==> src/rtl/mem_arbiter.sv <==
// Two-port arbiter sharing one block-level data memory between the instruction
// cache (read-only) and the data cache (read/write); one transaction at a time.
module mem_arbiter #(
  parameter int FIXED_PRI = 0,
  parameter int TIMEOUT   = 64
) (
  input  logic        CLK,
  input  logic        RESET,
  input  logic        I_READ,
  input  logic [5:0]  I_ADDRESS,
  output logic [31:0] I_READDATA,
  output logic        I_BUSYWAIT,
  input  logic        D_READ,
  input  logic        D_WRITE,
  input  logic [5:0]  D_ADDRESS,
  input  logic [31:0] D_WRITEDATA,
  output logic [31:0] D_READDATA,
  output logic        D_BUSYWAIT,
  output logic        MEM_READ,
  output logic        MEM_WRITE,
  output logic [5:0]  MEM_ADDRESS,
  output logic [31:0] MEM_WRITEDATA,
  input  logic [31:0] MEM_READDATA,
  input  logic        MEM_BUSYWAIT,
  output logic        TIMEOUT_ERR
);
  localparam logic [2:0] S_IDLE   = 3'd0;
  localparam logic [2:0] S_BUSY_I = 3'd1;
  localparam logic [2:0] S_BUSY_D = 3'd2;
  localparam logic [2:0] S_RESP_I = 3'd3;
  localparam logic [2:0] S_RESP_D = 3'd4;
  localparam logic [7:0] WD_LIMIT = 8'(TIMEOUT);
  localparam logic       FIXED    = (FIXED_PRI != 0);

  logic [2:0] state, state_nxt;
  logic       last_d;
  logic [7:0] wdog, wdog_inc;
  logic       i_req, d_req;
  logic       grant_i, grant_d;
  logic       in_busy, first_busy, done, abort;

  assign i_req = I_READ;
  assign d_req = D_READ | D_WRITE;

  // D takes a tie under fixed priority, or whenever I held the previous grant.
  assign grant_d = (state == S_IDLE) && d_req && (!i_req || FIXED || !last_d);
  assign grant_i = (state == S_IDLE) && i_req && !grant_d;

  // The first BUSY cycle is blind to MEM_BUSYWAIT: a memory that raises it
  // combinationally off our strobe would otherwise look finished at once.
  assign in_busy    = (state == S_BUSY_I) || (state == S_BUSY_D);
  assign first_busy = (wdog == 8'd0);
  assign wdog_inc   = wdog + 8'd1;
  assign done       = in_busy && !first_busy && !MEM_BUSYWAIT;
  assign abort      = in_busy && !done && (wdog_inc == WD_LIMIT);

  always_comb begin
    state_nxt = state;
    case (state)
      S_IDLE: begin
        if (grant_d)      state_nxt = S_BUSY_D;
        else if (grant_i) state_nxt = S_BUSY_I;
      end
      S_BUSY_I: if (done || abort) state_nxt = S_RESP_I;
      S_BUSY_D: if (done || abort) state_nxt = S_RESP_D;
      S_RESP_I: state_nxt = S_IDLE;
      S_RESP_D: state_nxt = S_IDLE;
      default:  state_nxt = S_IDLE;
    endcase
  end

  always_ff @(posedge CLK or negedge RESET) begin
    if (!RESET) begin
      state  <= S_IDLE;
      last_d <= 1'b0;
    end else begin
      state <= state_nxt;
      if (grant_d)      last_d <= 1'b1;
      else if (grant_i) last_d <= 1'b0;
    end
  end

  // Illegal D_READ & D_WRITE falls out as a write: MEM_READ is !D_WRITE.
  always_ff @(posedge CLK or negedge RESET) begin
    if (!RESET) begin
      MEM_READ      <= 1'b0;
      MEM_WRITE     <= 1'b0;
      MEM_ADDRESS   <= 6'd0;
      MEM_WRITEDATA <= 32'd0;
    end else if (grant_d) begin
      MEM_ADDRESS   <= D_ADDRESS;
      MEM_WRITEDATA <= D_WRITEDATA;
      MEM_WRITE     <= D_WRITE;
      MEM_READ      <= !D_WRITE;
    end else if (grant_i) begin
      MEM_ADDRESS   <= I_ADDRESS;
      MEM_READ      <= 1'b1;
      MEM_WRITE     <= 1'b0;
    end else if (done || abort) begin
      MEM_READ      <= 1'b0;
      MEM_WRITE     <= 1'b0;
    end
  end

  always_ff @(posedge CLK or negedge RESET) begin
    if (!RESET) begin
      I_READDATA <= 32'd0;
      D_READDATA <= 32'd0;
    end else if (done && MEM_READ) begin
      if (state == S_BUSY_I) I_READDATA <= MEM_READDATA;
      else                   D_READDATA <= MEM_READDATA;
    end
  end

  always_ff @(posedge CLK or negedge RESET) begin
    if (!RESET) begin
      wdog        <= 8'd0;
      TIMEOUT_ERR <= 1'b0;
    end else begin
      TIMEOUT_ERR <= abort;
      if (grant_i || grant_d || done || abort) wdog <= 8'd0;
      else if (in_busy)                        wdog <= wdog_inc;
    end
  end

  // A requester is released only in its own RESP cycle.
  assign I_BUSYWAIT = i_req & (state != S_RESP_I);
  assign D_BUSYWAIT = d_req & (state != S_RESP_D);

endmodule

==> config.mk <==
export PLATFORM = sky130hd
export DESIGN_NAME = mem_arbiter
export DESIGN_NICKNAME = d
export VERILOG_FILES = /design/src/rtl/mem_arbiter.sv
export SDC_FILE = /design/constraint.sdc
export NUM_CORES = 1
export LEC_CHECK = 0
export ABC_AREA = 1
export CAP_MARGIN = 25
export CORE_ASPECT_RATIO = 0.75
export CORE_MARGIN = 3
export CORE_UTILIZATION = 45
export CTS_BUF_LIST = sky130_fd_sc_hd__clkbuf_16
export DETAILED_ROUTE_END_ITERATION = 8
export PLACE_DENSITY = 0.81
export SYNTH_ARGS = -nofsm -noshare
export SYNTH_HDL_FRONTEND = slang
export SYNTH_SLANG_ARGS = --single-unit
==> constraint.sdc <==
create_clock -name CLK -period 2 [get_ports CLK]
set_input_delay 0.4 -clock CLK [delete_from_list [all_inputs] [get_ports CLK]]
set_output_delay 0.4 -clock CLK [all_outputs]
set_load 0.1 [all_outputs]
==> results of run 1 <==
==> area by class of cell <==
cell class | instances | share of cell area
flip-flops and latches | 117 | 0.394
multi-input cells | 349 | 0.240
repair buffers | 199 | 0.238
clock buffers | 17 | 0.0572
inverters | 57 | 0.0288
well taps | 140 | 0.0235
clock inverters | 15 | 0.0188
==> flip-flops by register name, summed over array words and instances, names as in the netlist <==
| register | cells |
|---|---|
| MEM_WRITE | 1 |
| D_READDATA | 32 |
| MEM_WRITEDATA | 32 |
| last_d | 1 |
| state | 3 |
| TIMEOUT_ERR | 1 |
| MEM_ADDRESS | 6 |
| MEM_READ | 1 |
| I_READDATA | 32 |
| wdog | 8 |
==> worst max-delay path by stage <==
stage	endpoint	cells past startpoint
after global placement	I_READDATA[11]$_DFFE_PN0P_	8
final	I_BUSYWAIT	4
after detailed placement	I_READDATA[4]$_DFFE_PN0P_	8
after floorplan	D_READDATA[23]$_DFFE_PN0P_	6
after global routing	wdog[3]$_DFFE_PN0P_	8
after CTS	I_BUSYWAIT	4
==> through the flow <==
stage / hold WS, ns / utilization / cells / instance area [um^2]
2_1_floorplan: 0.104 / - / 545 / 5110
3_3_place_gp: 0.352 / 0.625 / 861 / 6860
3_5_place_dp: 0.359 / 0.625 / 861 / 6860
4_1_cts: 0.470 / 0.677 / 894 / 7440
5_1_grt: 0.495 / 0.677 / 894 / 7440
6_report: 0.465 / 0.677 / 894 / 7440
==> per-layer routing <==
metal  share of wire  GRT usage
met1            0.43      0.272
met2            0.51      0.339
met3           0.048     0.0596
met4          0.0090     0.0630
met5               0          0
==> cells by family (layout without fill, tap and decap cells) <==
logic type	count (synthesis)	after routing	share of synthesized area
AOI/OAI and AO/OA	86	86	0.129
xor gates and xnor gates	2	2	0.00343
and+or+nand+nor	259	259	0.211
adders and majority gates	2	2	0.00490
buffers and inverters	79	288	0.0782
DFF	117	117	0.574
==> cell usage after synthesis <==
library cell / n / area share
a21oi_1: 3 / 0.0029
a31oi_1: 1 / 0.0012
buf_2: 4 / 0.0039
buf_4: 2 / 0.0029
buf_6: 12 / 0.026
clkbuf_1: 4 / 0.0029
dfrtp_1: 117 / 0.57
ha_1: 2 / 0.0049
inv_1: 55 / 0.040
inv_2: 2 / 0.0015
nand2_1: 205 / 0.15
nand2_2: 1 / 0.0012
nand2_4: 5 / 0.011
nand3_1: 12 / 0.012
nand3_2: 2 / 0.0039
nand4_1: 2 / 0.0025
nor2_1: 26 / 0.019
nor2_2: 3 / 0.0037
nor2_8: 1 / 0.0039
nor3_1: 1 / 0.00098
nor3_2: 1 / 0.0020
o21ai_0: 18 / 0.018
o21ai_1: 4 / 0.0039
o21ai_2: 60 / 0.10
xor2_1: 2 / 0.0034
==> layout by cell type, fill, tap and decap left out, types with 12 or more instances in the layout <==
cell type,n
clkbuf_16,17
dfrtp_1,117
nor2_1,26
buf_4,112
inv_1,56
nand3_1,12
nand2_1,205
o21ai_2,60
clkdlybuf4s50_1,80
o21ai_0,18
==> critical path: cells and delay by family <==
family | cells | cell delay [ns]
AO/OA/AOI/OAI | 1 | 0.25
buffers and inverters | 3 | 0.78
==> flow_metrics.py, run 1 <==
metrics = {
    "cts": {
        "post-cts-setup-buffers": 0,
        "clkTransAtPathRegs_ns": 0.06,
        "cts_resized": 0,
        "clk_latency_ns": 0.40,
        "htreeDepth": 4,
        "ctsHoldBuffers": 1,
        "cts_tree": "built",
        "cts_root_buf": "clkbuf_16",
        "cts_sinks": 117,
        "cts_buffers": 17,
        "max-clock-path-buffers": 2,
    },
    "detailed_routing": {
        "finalWirelength_um": 12700,
        "wl_per_cell_um": 14.3,
        "via_per_inst": 4.73,
        "dr.pass1.iters": 4,
        "drtAntennaViolNets": 0,
        "drc_errors": 0,
        "vias": 4227,
        "drtIter0Drc": 282,
    },
    "layout": {
        "nFillCells": 856,
        "diodes": 0,
        "area_growth_pct": 45.8,
        "drive_above_1_share": 0.300,
        "fin_nets": 825,
        "multi_input_area_um2": 1790,
        "register_area_um2": 2930,
    },
    "job": {
        "maxCapViolCount": 0,
    },
    "worst_setup_path": {
        "timing.rr.start": "wdog[0]$_DFFE_PN0P_",
        "cp_slowest_cell": "clkdlybuf4s50_1",
        "crit_start": "I_READ",
        "cp.arrival_ns": 1.43,
        "cp-start-kind": "primary input",
        "cp.required_ns": 1.60,
        "crit_chain": "clkdlybuf4s50_1, inv_1, a31oi_2, buf_12",
        "critical_path.max_stage_delay_ns": 0.48,
        "worstPathMaxFanout": 2,
        "reg2reg_depth": 11,
        "timing.setup.critical_path_class": "primary input to output pin",
        "timing.rr.end": "I_READDATA[4]$_DFFE_PN0P_",
        "crit_path_end_kind": "output pin",
        "r2r_slack_ns": 0.18,
    },
    "sta": {
        "max_freq_ghz": 0.547,
        "tns_ns": 0,
        "finClkSkew_ns": 0.00736,
        "setup_viol": 0,
        "slew_viol_final": 0,
        "finalCriticalPeriod_ns": 1.83,
        "setup_slack_ns": 0.173,
        "min_period_over_period": 0.914,
        "rsz0062_at_grt": "false",
        "worst_pin_slew_ns": 0.399,
        "relSlewSlack": 0.734,
        "hold_viol_final": 0,
    },
    "yosys": {
        "synth.avg_cell_area_um2": 9.36,
        "syn-num-nets": 629,
        "yosysUniqueCellTypes": 25,
        "ys.warnings.count": 0,
        "ys_seq_area_frac": 0.574,
        "ys_ff_latch": 117,
        "netlist_area_um2": 5100,
        "synthCells": 545,
    },
    "floorplan": {
        "dieWidth_um": 129,
        "die-area_um2": 12700,
        "io_pins": 189,
        "initial_core_util": 0.465,
        "rows": 33,
        "core_area_um2": 11000,
        "die_y_um": 98.2,
    },
    "hold_path": {
        "hp-class": "primary input to asynchronous set/reset pin",
    },
    "global_routing": {
        "grt_pass1_wl_um": 21300,
        "grt_max_degree": 65,
        "grt_pass1_vias": 4398,
        "grt.overflow.total": 0,
        "antenna_found_initial": 0,
        "track_usage": 0.208,
    },
    "status": {
        "outcome": "complete, no violations",
    },
    "placed_design": {
        "routabilityCongestion": 0.854,
        "hpwl_um": 9220,
        "portBuffers": 188,
        "place_ws_ns": 0.167,
    },
}
Power of run 1 is not shown: default switching activity piles up to over one toggle a cycle in this logic, so the estimate is an artifact.
==> run 2: changes to the inputs <==
==> constraint.sdc (replaced) <==
create_clock -name CLK -period 1.8 [get_ports CLK]
set_input_delay 0.36 -clock CLK [delete_from_list [all_inputs] [get_ports CLK]]
set_output_delay 0.36 -clock CLK [all_outputs]
set_load 0.02 [all_outputs]
==> run 2 against run 1 <==
Effect of this change:
- sequential cell count is the same
- cell area is 6.1% higher
- count of clock-buffer cells in the layout unchanged
- global-route usage rose by 1.0 points
- highest routed layer unchanged
==> flow_metrics.py, run 2 (synthesis gave the netlist of run 1 again) <==
metrics = {
    "detailed_routing": {
        "vias": 4332,
        "drc_errors": 0,
        "wl_per_cell_um": 15.2,
        "drtIter0Drc": 193,
        "via_per_inst": 4.81,
        "finalWirelength_um": 13700,
        "dr.pass1.iters": 4,
        "drtAntennaViolNets": 0,
    },
    "layout": {
        "nFillCells": 792,
        "drive_above_1_share": 0.184,
        "layout_commonest_cell": "nand2_1",
        "multi_input_area_um2": 1820,
        "register_area_um2": 2930,
        "largestRegisters": "D_READDATA (32), I_READDATA (32), MEM_WRITEDATA (32)",
        "fin_nets": 832,
        "mostFrequentLayoutCells": "196 x nand2_1, 167 x clkdlybuf4s50_1, 115 x dfrtp_1",
        "diodes": 0,
        "layoutNonFillerInstCount": 901,
        "area_growth_pct": 54.7,
    },
    "placed_design": {
        "portBuffers": 188,
        "routabilityCongestion": 0.869,
        "hpwl_um": 9710,
        "place_inst": 866,
    },
    "sta": {
        "min_period_over_period": 0.983,
        "hold_viol_final": 0,
        "setup_viol": 0,
        "relSlewSlack": 0.694,
        "max_freq_ghz": 0.565,
        "rsz0062_at_grt": "true",
        "finalCriticalPeriod_ns": 1.77,
        "tns_ns": 0,
        "finClkSkew_ns": 0.00670,
        "slew_viol_final": 0,
        "worst_pin_slew_ns": 0.459,
    },
    "worst_setup_path": {
        "timing.rr.end": "D_READDATA[27]$_DFFE_PN0P_",
        "worstPathMaxFanout": 2,
        "critical_path.max_stage_delay_ns": 0.63,
        "cp.required_ns": 1.44,
        "crit_start": "I_READDATA[27]$_DFFE_PN0P_",
        "reg2reg_depth": 11,
        "cp_num_buf_inv": 1,
        "timing.setup.critical_path_class": "flip-flop to output pin",
        "cp_slowest_cell": "clkdlybuf4s50_1",
        "cp.arrival_ns": 1.41,
        "worstSetupEndpoint": "I_READDATA[27]",
        "cp-start-kind": "flip-flop",
        "r2r_slack_ns": 0.11,
        "path_depth": 1,
        "timing.rr.start": "wdog[0]$_DFFE_PN0P_",
        "crit_path_end_kind": "output pin",
        "critPathTopFamily": "buffers and inverters",
        "crit_chain": "clkdlybuf4s50_1",
    },
    "cts": {
        "clkTransAtPathRegs_ns": 0.06,
        "cts_buffers": 17,
        "max-clock-path-buffers": 2,
        "clk_latency_ns": 0.40,
        "cts_tree": "built",
        "htreeDepth": 4,
        "cts_root_buf": "clkbuf_16",
        "cts_sinks": 117,
    },
    "global_routing": {
        "grt_util_met1": 0.256,
        "busiest_layer": "met2",
        "grt.overflow.total": 0,
        "grt_pass1_wl_um": 21800,
        "antenna_found_initial": 0,
        "grt_max_degree": 49,
        "grt_pass1_vias": 4457,
        "track_usage": 0.219,
        "grtUsageMet3": 0.102,
        "met2_usage": 0.361,
    },
    "pwr": {
        "intPower_w": 0.00858,
        "comb_power_share": 0.447,
        "ir_drop_mv": 1.07,
        "power.leakage_nw": 4.00,
        "p_sw_frac": 0.387,
        "seq_power_share": 0.310,
        "power.density_nw_per_um2": 1770,
        "p_switching_w": 0.00541,
        "clkPwrFrac": 0.243,
    },
    "floorplan": {
        "die-area_um2": 12700,
        "core_area_um2": 11000,
        "rows": 33,
        "die_y_um": 98.2,
        "dieWidth_um": 129,
        "io_pins": 189,
        "initial_core_util": 0.465,
    },
    "hold_path": {
        "hp-class": "primary input to asynchronous set/reset pin",
    },
    "job": {
        "maxCapViolCount": 0,
    },
    "status": {
        "outcome": "complete, no violations",
    },
}
-- run 2: stage by stage --
stage / power (W) / hold WS, ns / utilization / setup WS, ns / instance area, um^2
after floorplan: 0.00768 / 0.0644 / - / 0.261 / 5100
after CTS: 0.0141 / 0.443 / 0.708 / -0.0474 / 7780
after global routing: 0.0149 / 0.451 / 0.719 / -0.0326 / 7890
after detailed placement: 0.0106 / 0.336 / 0.652 / -0.265 / 7160
after global placement: 0.0104 / 0.327 / 0.652 / -0.207 / 7160
final: 0.0140 / 0.446 / 0.719 / 0.0311 / 7890
-- run 2: what timing repair did --
item                                   in CTS  in global routing
cloned                                      0                  1
endpoints found under the hold margin      30                  0
hold buffers                                1                  0
setup endpoints to repair                   3                 83
resized for setup                           5                 36
pin swaps                                   0                  1
buffers inserted                            0                  1
-- run 2: power by group through the flow --
| stage | Clock [W] | Combinational (W) | Sequential, W |
|---|---|---|---|
| 6_report | 0.00341 | 0.00625 | 0.00433 |
| 5_1_grt | 0.00361 | 0.00679 | 0.00446 |
| 4_1_cts | 0.00347 | 0.00628 | 0.00432 |
| 3_5_place_dp | 0 | 0.00625 | 0.00432 |
| 3_3_place_gp | 0 | 0.00609 | 0.00427 |
| 2_1_floorplan | 0 | 0.00228 | 0.00540 |
-- run 2: area by class of cell --
cell class                 count  share of cell area
timing repair buffer         206               0.272
sequential                   117               0.371
clock inverter                15              0.0231
inverter                      57              0.0271
tap                          140              0.0222
clock buffer                  17              0.0539
multi-input combinational    349               0.231
-- run 2: routing by layer --
layer	part of all wire	wire, um
met1	0.40	5540
met4	0.015	212
met3	0.082	1120
met5	0	0
met2	0.50	6840
-- run 2: worst min-delay path by stage --
stage / cells after the start / endpoint / from / slack (ns)
floorplan: 0 / D_READDATA[0]$_DFFE_PN0P_ / RESET / 0.06
global placement: 1 / D_READDATA[11]$_DFFE_PN0P_ / RESET / 0.33
detailed placement: 1 / D_READDATA[11]$_DFFE_PN0P_ / RESET / 0.34
CTS: 2 / D_READDATA[11]$_DFFE_PN0P_ / RESET / 0.44
global route: 2 / D_READDATA[11]$_DFFE_PN0P_ / RESET / 0.45
finish: 2 / D_READDATA[11]$_DFFE_PN0P_ / RESET / 0.45
Power figures use the tool's default switching activity.
==> run 3: changes to the inputs <==
DONT_BUFFER_PORTS = 1   (was default)
PLACE_DENSITY = default   (was 0.81)
clock period = 1.95 ns   (was 1.8 ns; I/O delays follow)
==> run 3 against run 2 <==
Effect of this change:
- the flow now finishes with violations (hold timing)
- highest routed layer unchanged
- setup slack better by 0.097 ns
- final cell count down 22%
- count of clock-buffer cells in the layout unchanged
==> flow_metrics.py, run 3 (synthesis gave the netlist of run 1 again) <==
metrics = {
    "status": {
        "outcome": "finished, violations left",
        "violations": "hold timing",
    },
    "floorplan": {
        "core_area_um2": 11000,
        "die_y_um": 98.2,
        "io_pins": 189,
        "die-area_um2": 12700,
        "rows": 33,
        "initial_core_util": 0.465,
        "dieWidth_um": 129,
    },
    "worst_setup_path": {
        "crit_start": "wdog[0]$_DFFE_PN0P_",
        "cp.required_ns": 2.23,
        "timing.critical_path.mode_cell": "nand2_4",
        "worstPathMaxFanout": 20,
        "cp_slowest_cell": "dfrtp_1",
        "worstSetupEndpoint": "D_READDATA[18]$_DFFE_PN0P_",
        "reg2reg_depth": 11,
        "crit_chain": "inv_1, ha_1, nand3_1, nor2_1, nor2_2, nand2_4, nor2_8, nand2_4, buf_12, nand2_1, o21ai_2",
        "timing.setup.critical_path_class": "flip-flop to flip-flop",
        "timing.rr.start": "wdog[0]$_DFFE_PN0P_",
        "cp.arrival_ns": 2.10,
        "crit_path_end_kind": "flip-flop",
        "cp-start-kind": "flip-flop",
        "r2r_slack_ns": 0.13,
        "timing.rr.end": "D_READDATA[18]$_DFFE_PN0P_",
        "critical_path.max_stage_delay_ns": 0.38,
    },
    "global_routing": {
        "grt_max_degree": 118,
        "antenna_found_initial": 0,
        "track_usage": 0.182,
        "grt.overflow.total": 0,
        "grt_pass1_vias": 3628,
        "grt_pass1_wl_um": 18300,
    },
    "cts": {
        "clk_latency_ns": 0.40,
        "clkTransAtPathRegs_ns": 0.06,
        "cts_tree": "built",
        "cts_root_buf": "clkbuf_16",
        "cts_sinks": 117,
        "htreeDepth": 4,
        "max-clock-path-buffers": 2,
        "cts_buffers": 17,
    },
    "layout": {
        "drive_above_1_share": 0.198,
        "multi_input_area_um2": 1780,
        "mostFrequentLayoutCells": "205 x nand2_1, 117 x dfrtp_1, 60 x o21ai_2",
        "largestRegisters": "D_READDATA (32), I_READDATA (32), MEM_WRITEDATA (32)",
        "fin_nets": 633,
        "layoutNonFillerInstCount": 702,
        "diodes": 0,
        "nFillCells": 1030,
        "area_growth_pct": 13.9,
        "register_area_um2": 2930,
        "layout_commonest_cell": "nand2_1",
    },
    "detailed_routing": {
        "drtAntennaViolNets": 0,
        "wl_per_cell_um": 15.9,
        "drc_errors": 0,
        "dr.pass1.iters": 4,
        "via_per_inst": 4.97,
        "finalWirelength_um": 11100,
        "vias": 3490,
        "drtIter0Drc": 236,
    },
    "sta": {
        "relSlewSlack": 0.572,
        "worst_pin_slew_ns": 0.640,
        "finClkSkew_ns": 0.0120,
        "slew_viol_final": 0,
        "min_period_over_period": 0.934,
        "rsz0062_at_grt": "true",
        "setup_viol": 0,
        "setup_slack_ns": 0.128,
        "max_freq_ghz": 0.549,
        "finalCriticalPeriod_ns": 1.82,
        "fin_hold_ws_ns": -0.319,
        "hold_viol_final": 117,
    },
    "placed_design": {
        "routabilityCongestion": 0.789,
        "hpwl_um": 7810,
        "place_ws_ns": 0.129,
        "portBuffers": 0,
        "place_inst": 669,
    },
    "pwr": {
        "clkPwrFrac": 0.295,
        "intPower_w": 0.00640,
        "finalPower_w": 0.0109,
        "seq_power_share": 0.478,
        "comb_power_share": 0.227,
        "ir_drop_mv": 0.727,
        "power.leakage_nw": 3.02,
        "power.density_nw_per_um2": 1880,
        "p_switching_w": 0.00453,
        "p_sw_frac": 0.415,
    },
    "job": {
        "maxCapViolCount": 0,
    },
    "hold_path": {
        "hp-class": "primary input to asynchronous set/reset pin",
    },
}
[run 3: per-stage QoR]
stage                      util  hold WS [ns]  cell area (um^2)  TNS [ns]
after global routing      0.529        -0.339              5810    -0.411
final                     0.529        -0.319              5810         0
after floorplan               -        0.0944              5100         0
after CTS                 0.528        -0.336              5800         0
after global placement    0.472        0.0964              5190         0
after detailed placement  0.472        0.0960              5190         0
[run 3: worst max-delay path: cells and delay by family (launching register included)]
family                   cells  cell delay, ns
adder cells (fa/ha/maj)      1            0.20
AND/OR/NAND/NOR              7            0.75
buffers and inverters        2            0.31
AO/OA/AOI/OAI                1            0.06
flip-flops                   1            0.38
[run 3: power by group through the flow]
| stage | combinational (W) | clock [W] | sequential, W |
|---|---|---|---|
| after floorplan | 0.00211 | 0 | 0.00498 |
| after global placement | 0.00237 | 0 | 0.00527 |
| after detailed placement | 0.00252 | 0 | 0.00527 |
| after CTS | 0.00251 | 0.00328 | 0.00526 |
| after global routing | 0.00288 | 0.00339 | 0.00534 |
| final | 0.00248 | 0.00323 | 0.00523 |
[run 3: cell type report]
| cell class | instances | share of cell area |
|---|---|---|
| Sequential cell | 117 | 0.504 |
| Multi-Input combinational cell | 349 | 0.305 |
| Clock buffer | 17 | 0.0732 |
| Inverter | 57 | 0.0368 |
| Clock inverter | 15 | 0.0325 |
| Tap cell | 140 | 0.0301 |
| Timing Repair Buffer | 7 | 0.0183 |
[run 3: per-layer routing]
layer | routed length, um | global-route usage
met5 | 0 | 0
met4 | 184 | 0.0759
met3 | 1020 | 0.0798
met2 | 5170 | 0.275
met1 | 4760 | 0.229
[run 3: how the worst min path moves through the flow]
stage | start | endpoint | slack, ns | cells past startpoint
finish | RESET | D_READDATA[21]$_DFFE_PN0P_ | -0.32 | 0
global route | RESET | D_READDATA[21]$_DFFE_PN0P_ | -0.34 | 0
CTS | RESET | D_READDATA[21]$_DFFE_PN0P_ | -0.34 | 0
detailed placement | RESET | D_READDATA[21]$_DFFE_PN0P_ | 0.1 | 0
global placement | RESET | D_READDATA[21]$_DFFE_PN0P_ | 0.1 | 0
floorplan | RESET | D_READDATA[0]$_DFFE_PN0P_ | 0.09 | 0
[run 3: repair_timing]
action | 4_1_cts | 5_1_grt
setup endpoints to repair | 0 | 42
endpoints found under the hold margin | 117 | 117
gates resized for setup | 0 | 1
buffers inserted | 0 | 1
